<file path="src/rtl/eq_band_scheduler.sv">
// Per-sample equalizer gain stage: on each sample strobe, reads every band through
// one shared multiplier, accumulates the gain-weighted bands, then saturates and
// emits one output sample. Also holds the shadow/active gain register file.
module eq_band_scheduler #(
  parameter int unsigned NumBands    = 10,
  parameter int unsigned DataW       = 24,
  parameter int unsigned GainW       = 8,
  parameter int unsigned GainFrac    = 4,
  parameter int unsigned DefaultGain = 16
) (
  input  logic             clk_i,
  input  logic             rst_ni,
  input  logic             sample_valid_i,
  input  logic             cfg_we_i,
  input  logic [3:0]       cfg_addr_i,
  input  logic [GainW-1:0] cfg_wdata_i,
  output logic [GainW-1:0] cfg_rdata_o,
  output logic             band_req_o,
  output logic [3:0]       band_idx_o,
  input  logic             band_ack_i,
  input  logic [DataW-1:0] band_data_i,
  output logic [DataW-1:0] audio_out_o,
  output logic             audio_out_valid_o,
  output logic             busy_o,
  output logic             overrun_o
);

  localparam int unsigned ProdW = DataW + GainW + 1;
  // Headroom for summing up to 16 products.
  localparam int unsigned AccW  = ProdW + 4;
  localparam logic [3:0]  LastIdx = 4'(NumBands - 1);
  localparam logic signed [AccW-1:0] SatMax = AccW'((64'sd1 <<< (DataW - 1)) - 64'sd1);
  localparam logic signed [AccW-1:0] SatMin = AccW'(-(64'sd1 <<< (DataW - 1)));

  typedef enum logic [1:0] {StIdle, StReq, StOut} state_e;

  state_e                  state_q, state_d;
  logic [3:0]              band_idx_q, band_idx_d;
  logic signed [AccW-1:0]  acc_q, acc_d;
  logic [DataW-1:0]        audio_q, audio_d;
  logic                    valid_q, valid_d;
  logic                    overrun_q, overrun_d;
  logic [GainW-1:0]        gain_shadow_q [NumBands];
  logic [GainW-1:0]        gain_shadow_d [NumBands];
  logic [GainW-1:0]        gain_active_q [NumBands];
  logic [GainW-1:0]        gain_active_d [NumBands];

  logic [GainW-1:0]        gain_sel;
  logic signed [ProdW-1:0] prod;
  logic signed [AccW-1:0]  shifted;
  logic [DataW-1:0]        sat_val;

  // Select the active gain of the band being read.
  always_comb begin
    gain_sel = '0;
    for (int unsigned i = 0; i < NumBands; i++) begin
      if (band_idx_q == 4'(i)) gain_sel = gain_active_q[i];
    end
  end

  // Shadow gain read-back; unmapped addresses read as zero.
  always_comb begin
    cfg_rdata_o = '0;
    for (int unsigned i = 0; i < NumBands; i++) begin
      if (cfg_addr_i == 4'(i)) cfg_rdata_o = gain_shadow_q[i];
    end
  end

  // Signed sample times zero-extended gain, then floor-shift and saturate.
  always_comb begin
    prod    = $signed(band_data_i) * $signed({1'b0, gain_sel});
    shifted = acc_q >>> GainFrac;
    if (shifted > SatMax) begin
      sat_val = {1'b0, {(DataW - 1){1'b1}}};
    end else if (shifted < SatMin) begin
      sat_val = {1'b1, {(DataW - 1){1'b0}}};
    end else begin
      sat_val = shifted[DataW-1:0];
    end
  end

  // FSM state register.
  always_ff @(posedge clk_i or negedge rst_ni) begin
    if (!rst_ni) begin
      state_q <= StIdle;
    end else begin
      state_q <= state_d;
    end
  end

  // FSM next-state logic.
  always_comb begin
    state_d = state_q;
    unique case (state_q)
      StIdle:  if (sample_valid_i) state_d = StReq;
      StReq:   if (band_ack_i && (band_idx_q == LastIdx)) state_d = StOut;
      StOut:   state_d = StIdle;
      default: state_d = StIdle;
    endcase
  end

  // FSM-derived outputs.
  always_comb begin
    band_req_o        = (state_q == StReq);
    busy_o            = (state_q != StIdle);
    band_idx_o        = band_idx_q;
    audio_out_o       = audio_q;
    audio_out_valid_o = valid_q;
    overrun_o         = overrun_q;
  end

  // Datapath next-state: gain commit, accumulation, output load.
  always_comb begin
    band_idx_d    = band_idx_q;
    acc_d         = acc_q;
    audio_d       = audio_q;
    valid_d       = 1'b0;
    overrun_d     = sample_valid_i && (state_q != StIdle);
    gain_active_d = gain_active_q;
    gain_shadow_d = gain_shadow_q;
    for (int unsigned i = 0; i < NumBands; i++) begin
      if (cfg_we_i && (cfg_addr_i == 4'(i))) gain_shadow_d[i] = cfg_wdata_i;
    end
    unique case (state_q)
      StIdle: begin
        if (sample_valid_i) begin
          // Commit uses the pre-write shadow, so a same-edge write lands next sample.
          gain_active_d = gain_shadow_q;
          acc_d         = '0;
          band_idx_d    = '0;
        end
      end
      StReq: begin
        if (band_ack_i) begin
          acc_d = acc_q + {{(AccW - ProdW){prod[ProdW-1]}}, prod};
          if (band_idx_q != LastIdx) band_idx_d = band_idx_q + 4'd1;
        end
      end
      StOut: begin
        audio_d    = sat_val;
        valid_d    = 1'b1;
        band_idx_d = '0;
      end
      default: ;
    endcase
  end

  // Datapath registers.
  always_ff @(posedge clk_i or negedge rst_ni) begin
    if (!rst_ni) begin
      band_idx_q <= '0;
      acc_q      <= '0;
      audio_q    <= '0;
      valid_q    <= 1'b0;
      overrun_q  <= 1'b0;
      for (int unsigned i = 0; i < NumBands; i++) begin
        gain_shadow_q[i] <= GainW'(DefaultGain);
        gain_active_q[i] <= GainW'(DefaultGain);
      end
    end else begin
      band_idx_q    <= band_idx_d;
      acc_q         <= acc_d;
      audio_q       <= audio_d;
      valid_q       <= valid_d;
      overrun_q     <= overrun_d;
      gain_shadow_q <= gain_shadow_d;
      gain_active_q <= gain_active_d;
    end
  end

endmodule

</file>
<file path="config.mk">
export PLATFORM = sky130hd
export DESIGN_NAME = eq_band_scheduler
export DESIGN_NICKNAME = d
export VERILOG_FILES = /design/src/rtl/eq_band_scheduler.sv
export SDC_FILE = /design/constraint.sdc
export NUM_CORES = 1
export LEC_CHECK = 0
export BUFFER_PORTS_ARGS = -buffer_cell sky130_fd_sc_hd__clkbuf_2
export CORE_MARGIN = 3
export CORE_UTILIZATION = 58
export CTS_CLUSTER_DIAMETER = 40
export DETAILED_ROUTE_END_ITERATION = 6
export PLACE_DENSITY = 0.79
export SETUP_SLACK_MARGIN = 0.15
export SKIP_LAST_GASP = 1
export SLEW_MARGIN = 20
export SYNTH_ARGS = -nofsm -noshare
export SYNTH_HDL_FRONTEND = slang
export SYNTH_SLANG_ARGS = --single-unit
</file>
<file path="constraint.sdc">
create_clock -name clk_i -period 8.9 [get_ports clk_i]
set_clock_uncertainty 0.1 [all_clocks]
set_input_delay 0.89 -clock clk_i [delete_from_list [all_inputs] [get_ports clk_i]]
set_output_delay 0.89 -clock clk_i [all_outputs]
set_load 0.03 [all_outputs]
</file>
## Word-level counts from Yosys, hierarchy flattened

Index checks and enable logic that the tools add are counted.

| word-level totals | value |
|---|---|
| logic and storage cells | 111 |
| output and inout port bits | 40 |
| bits of input ports | 41 |
| register bits after elaboration | 229 |

| operators by class | value |
|---|---|
| multipliers | 1 |
| reductions and logical operators | 22 |
| magnitude comparators | 2 |
| $add $sub $neg | 2 |
| equal/unequal tests | 25 |
| mux-type cells | 33 |

Operator list:

| kind | number |
|---|---|
| 2-to-1 mux 8 bit | 20 |
| 2-to-1 mux 37 bit | 2 |
| one-hot mux 37 bit (2 select lines) | 1 |
| 2-to-1 mux 24 bit | 2 |
| adder 37 bit | 1 |
| greater-than comparator 33 x 24 -> 1 bit (second input constant) | 1 |
| < comparator 33 x 24 -> 1 bit (second input constant) | 1 |
| multiplier 24 x 9 -> 33 bit | 1 |
| == test 4 x 3 -> 1 bit (second input constant) | 8 |
| == test 4 x 2 -> 1 bit (second input constant) | 4 |
| == test 4 bit (second input constant) | 4 |
| logical AND 1 bit | 12 |
| 2-to-1 mux 4 bit | 3 |
| one-hot mux 4 bit (3 select lines) | 1 |
| == test 4 x 1 -> 1 bit (second input constant) | 2 |
| zero test 4 bit | 2 |
| inequality test 2 x 1 -> 1 bit (second input constant) | 3 |
| adder 4 x 1 -> 4 bit (second input constant) | 1 |
| 2-to-1 mux 2 bit | 2 |
| inequality test 4 bit (second input constant) | 1 |
| one-hot mux 2 bit (2 select lines) | 1 |
| AND reduction 2 bit | 2 |
| AND reduction 4 bit | 1 |
| nonzero test 2 bit | 2 |
| other kinds (7) | 7 |

## Depth between registers and ports, before layout

| depth | value |
|---|---|
| depth in word-level cells | 15 |
| depth in mapped cells | 44 |
| mapped depth without buffers | 42 |

## Worst setup path after synthesis

Ideal clock, no wire load.

| timing | value |
|---|---|
| path kind | register to register |
| from | reg band_idx_q[0], in the netlist band_idx_o[0] |
| to | reg acc_q[36] |
| setup time | 121 ps |
| period minus slack after synthesis | 8,594 ps |
| data required time | 8,679 ps |
| stages on the path, launching flop included | 38 |
| buffers on the path | 4 |
| arrival | 8,373 ps |
| path slack | 306 ps |
| cells stage by stage | dfrtp_1 > inv_1 > ha_1 > clkbuf_1 > clkbuf_1 > nand2_1 > clkbuf_1 > nor2_1 > a211o_1 > a31oi_1 > buf_2 > nand2_1 > fa_1 > inv_1 > fa_1 > fa_1 > inv_1 > fa_1 > [... 2 more ...] > o21a_1 > o21a_1 > o21a_1 > o2bb2ai_1 > a21o_1 > o21a_1 > o21ai_0 > o31a_1 > nor4b_1 > a211o_1 > ha_1 > and3_1 > and3_1 > a32oi_1 > nand3_1 > a31oi_1 > xnor3_1 > a22o_1 |

| between the ends | value |
|---|---|
| word-level cells in the longest chain between the ends | 15 |
| elaborated cells on any way between the ends | 24 |
| classes of those cells | add/sub (1); mul (1); eq/ne (9); mux (12); reduce/logical (1) |

Ends and longest elaborated chain:

| what | line | RTL |
|---|---|---|
| start: declaration | 38 | `logic [3:0] band_idx_q, band_idx_d;` |
| start signal: assignment | 161 | `band_idx_q <= band_idx_d;` |
| zero test 4 bit | 57 | `if (band_idx_q == 4'(i)) gain_sel = gain_active_q[i];` |
| 2-to-1 mux 8 bit (9 in series) | 57 |  |
| 2-to-1 mux 8 bit (*) | 57 |  |
| multiplier 24 x 9 -> 33 bit (*) | 71 | `prod = $signed(band_data_i) * $signed({1'b0, gain_sel});` |
| adder 37 bit (*) | 135 | `acc_d = acc_q + {{(AccW - ProdW){prod[ProdW-1]}}, prod};` |
| 2-to-1 mux 37 bit (*) | 134 | `if (band_ack_i) begin` |
| one-hot mux 37 bit (2 select lines) (*) | 124 | `unique case (state_q)` |
| end signal: assignment | 152 | `acc_q <= '0;` |
| end signal: assignment | 162 | `acc_q <= acc_d;` |
| end: declaration | 39 | `logic signed [AccW-1:0] acc_q, acc_d;` |

Every way passes the cells marked *; elsewhere a longest branch is shown, timed or not. The select of a mux whose other input is x is not followed.
A chain may end at the register's enable or synchronous reset.

## Worst setup path after layout

Ends and elaborated chain as after synthesis.

==> impl_metrics.json <==
{
  "outcome": "finished, final reports clean",
  "fin_ws_ns": 0.0384,
  "end_kind": "flop",
  "num-nets-final": 2354,
  "async_flop_share_pct": 100,
  "syn-num-nets": 2222,
  "slew_headroom_pct": 22.1,
  "grt_pass1_vias": 15000,
  "cp_num_buf_inv": 7,
  "maxCapViolations": 0,
  "synth_common_cells": "232 x inv_1, 219 x nand2_1, 209 x dfrtp_1",
  "numCtsBuffers": 29,
  "antenna_found_initial": 1,
  "grt_first_pass_wirelength_mm": 75.9,
  "gp_congestion": 0.929,
  "drive_gt1_share_pct": 26.8,
  "slew_viol_final": 0,
  "slowest_delay_ns": 0.53,
  "fin_crit_ns": 8.86,
  "coreArea_um2": 31100,
  "hold_violations": 0,
  "grt_remaining_overflow": 0,
  "grt_max_degree": 99,
  "yosysMostFrequentCell": "inv_1",
  "yosys_warnings": 0,
  "dpl_worst_slack_ns": -0.145,
  "wl_per_cell_um": 21.2,
  "synth-edff-count": 0,
  "dr.pass1.iters": 7,
  "synth_area_um2": 18600,
  "synth_cell_types": 74,
  "path_class": "flop to flop",
  "row_count": 64,
  "cts_buffer_depth": 3,
  "grt_use_total_pct": 27.4,
  "dieArea_um2": 34300,
  "die_width_um": 185,
  "worst_path_most_repeated_cell": "fa_1",
  "detailed_place_hpwl_mm": 33.6,
  "syn_inst": 1920,
  "area_growth_pct": 19.2,
  "ys_seq_area_share_pct": 30.9,
  "ys.flop_type": "dfrtp_1",
  "yosys.area.top_type_share_pct": 28.1,
  "drt_iter0_markers": 1324,
  "ios": 81,
  "synth_area_per_cell_um2": 9.70,
  "critPathLaunchType": "flop",
  "yosysTopAreaCell": "dfrtp_1",
  "min_path_type": "input pin to asynchronous set/reset pin",
  "vias": 15400,
  "wl_mm": 52.4,
  "ant_nets": 0,
  "cp_max_fo": 10,
  "die_y_um": 185,
  "crit_required_ns": 9.26,
  "path_clk_slew_ns": 0.06,
  "initial_core_util_pct": 59.8,
  "cts_root_buf": "clkbuf_16",
  "port_buffers": 80,
  "clk_latency_ns": 0.54,
  "yosys-top-cells-area": "dfrtp_1 28%, fa_1 16%, mux2_2 9.7%, ha_1 7.4%, inv_1 4.7%",
  "vias_per_cell": 6.22,
  "drc_errors": 0,
  "cts.sinks": 229,
  "cp_top_family": "compound AO/OA/AOI/OAI gates",
  "slowest_stage": "fa_1",
  "worst_pin_slew_ns": 1.17,
  "worst_ep_arrival_time_ns": 9.22,
  "finalSetupViolCount": 0,
  "cts_max_level": 1,
  "rsz0062_at_grt": "yes",
  "ys_ff_latch": 229,
  "max_freq_mhz": 113,
  "tritoncts": "done",
  "cts_hold_buf": 0,
  "fin_crit_sh_pct": 99.6
}
[cells by family (layout without fill, tap and decap cells)]
kind of cell	after synthesis	after routing	share of synthesized area (%)
buffers and inverters	312	467	6.38
AND/OR/NAND/NOR	543	543	13.8
XOR/XNOR	54	54	2.61
other	0	1	0
AO/OA/AOI/OAI	345	345	12.0
flip-flops	229	229	30.9
adder cells (fa/ha/maj)	261	261	23.6
multiplexers	176	176	10.7
[sequential cells by signal, indices dropped and copies added (netlist names)]
register / flops
gain_shadow_q: 80
audio_out_o: 24
gain_active_q: 80
overrun_o: 1
state_q: 2
band_idx_o: 4
acc_q: 37
audio_out_valid_o: 1
[repair_timing]
action | CTS | global route
pin swaps | 4 | 124
setup endpoints to repair | 10 | 17
resized for setup | 14 | 176
setup buffers | 3 | 50
gates cloned | 1 | 11
[metrics by stage]
stage	utilization [%]	hold slack (ns)	TNS, ns	std cells	area (µm²)
floorplan	-	0.356	0	1920	18600
global placement	63.0	0.369	0	2352	19600
detailed placement	63.0	0.382	-0.305	2352	19600
CTS	66.7	0.318	0	2410	20800
global route	71.3	0.339	-0.984	2471	22200
finish	71.3	0.289	0	2472	22200
[final timing paths]
check	from	endpoint	slack [ns]	cells past startpoint
worst max register to register	band_idx_o[0]	acc_q[36]	0.04	39
min in group clk_i	acc_q[3]	acc_q[3]	0.39	2
worst min register to register	acc_q[3]	acc_q[3]	0.39	2
max in group asynchronous	rst_ni	acc_q[13]	7.15	2
worst max-delay path	band_idx_o[0]	acc_q[36]	0.04	39
worst min-delay path	rst_ni	audio_out_o[5]	0.29	1
[routing by layer]
metal	vias up	share of wire (%)	track usage, %	routed length (µm)
met5	-	0.025	0	13
met4	2	5.7	9.39	2970
met3	242	7.7	3.40	4060
met2	802	49	48.2	25800
met1	7619	37	35.4	19600
li1	6712	-	-	-
[final cells by class]
class                           instances  area [µm²]
Sequential cell                       229        5760
Clock inverter                         16         235
Clock buffer                           38         779
Antenna cell                            1        2.50
Fill cell                            2092        8940
Inverter                              232         871
Timing Repair Buffer                  181        1570
Multi-Input combinational cell       1379       12500
Tap cell                              396         495
[placed cells by master, fill, tap and decap left out, types with 7 or more instances in the layout]
| cell | instances |
|---|---|
| nor3_1 | 13 |
| a21oi_2 | 13 |
| a211o_1 | 10 |
| and2_1 | 111 |
| fa_1 | 142 |
| o21ai_0 | 70 |
| inv_2 | 14 |
| inv_1 | 218 |
| buf_6 | 14 |
| buf_4 | 64 |
| o21ai_1 | 16 |
| nor2_2 | 9 |
| a31oi_4 | 8 |
| xor2_1 | 22 |
| a21o_1 | 20 |
| nand2_1 | 211 |
| nor2b_1 | 14 |
| a21oi_1 | 75 |
| xnor2_1 | 28 |
| a22oi_1 | 16 |
| o22ai_1 | 8 |
| clkbuf_1 | 7 |
| mux2i_1 | 13 |
| fa_2 | 9 |
| buf_12 | 10 |
| nand4_1 | 11 |
| dfstp_2 | 20 |
| o21bai_1 | 12 |
| o21a_1 | 12 |
| clkbuf_16 | 40 |
| ha_1 | 85 |
| o21ai_2 | 8 |
| nor2_1 | 96 |
| nand3_1 | 19 |
| clkbuf_2 | 79 |
| dfrtp_1 | 208 |
| mux2_2 | 161 |
| a222oi_1 | 8 |
| ha_4 | 22 |
Power is not shown: default switching activity piles up to over one toggle a cycle in this logic, so the estimate is an artifact.
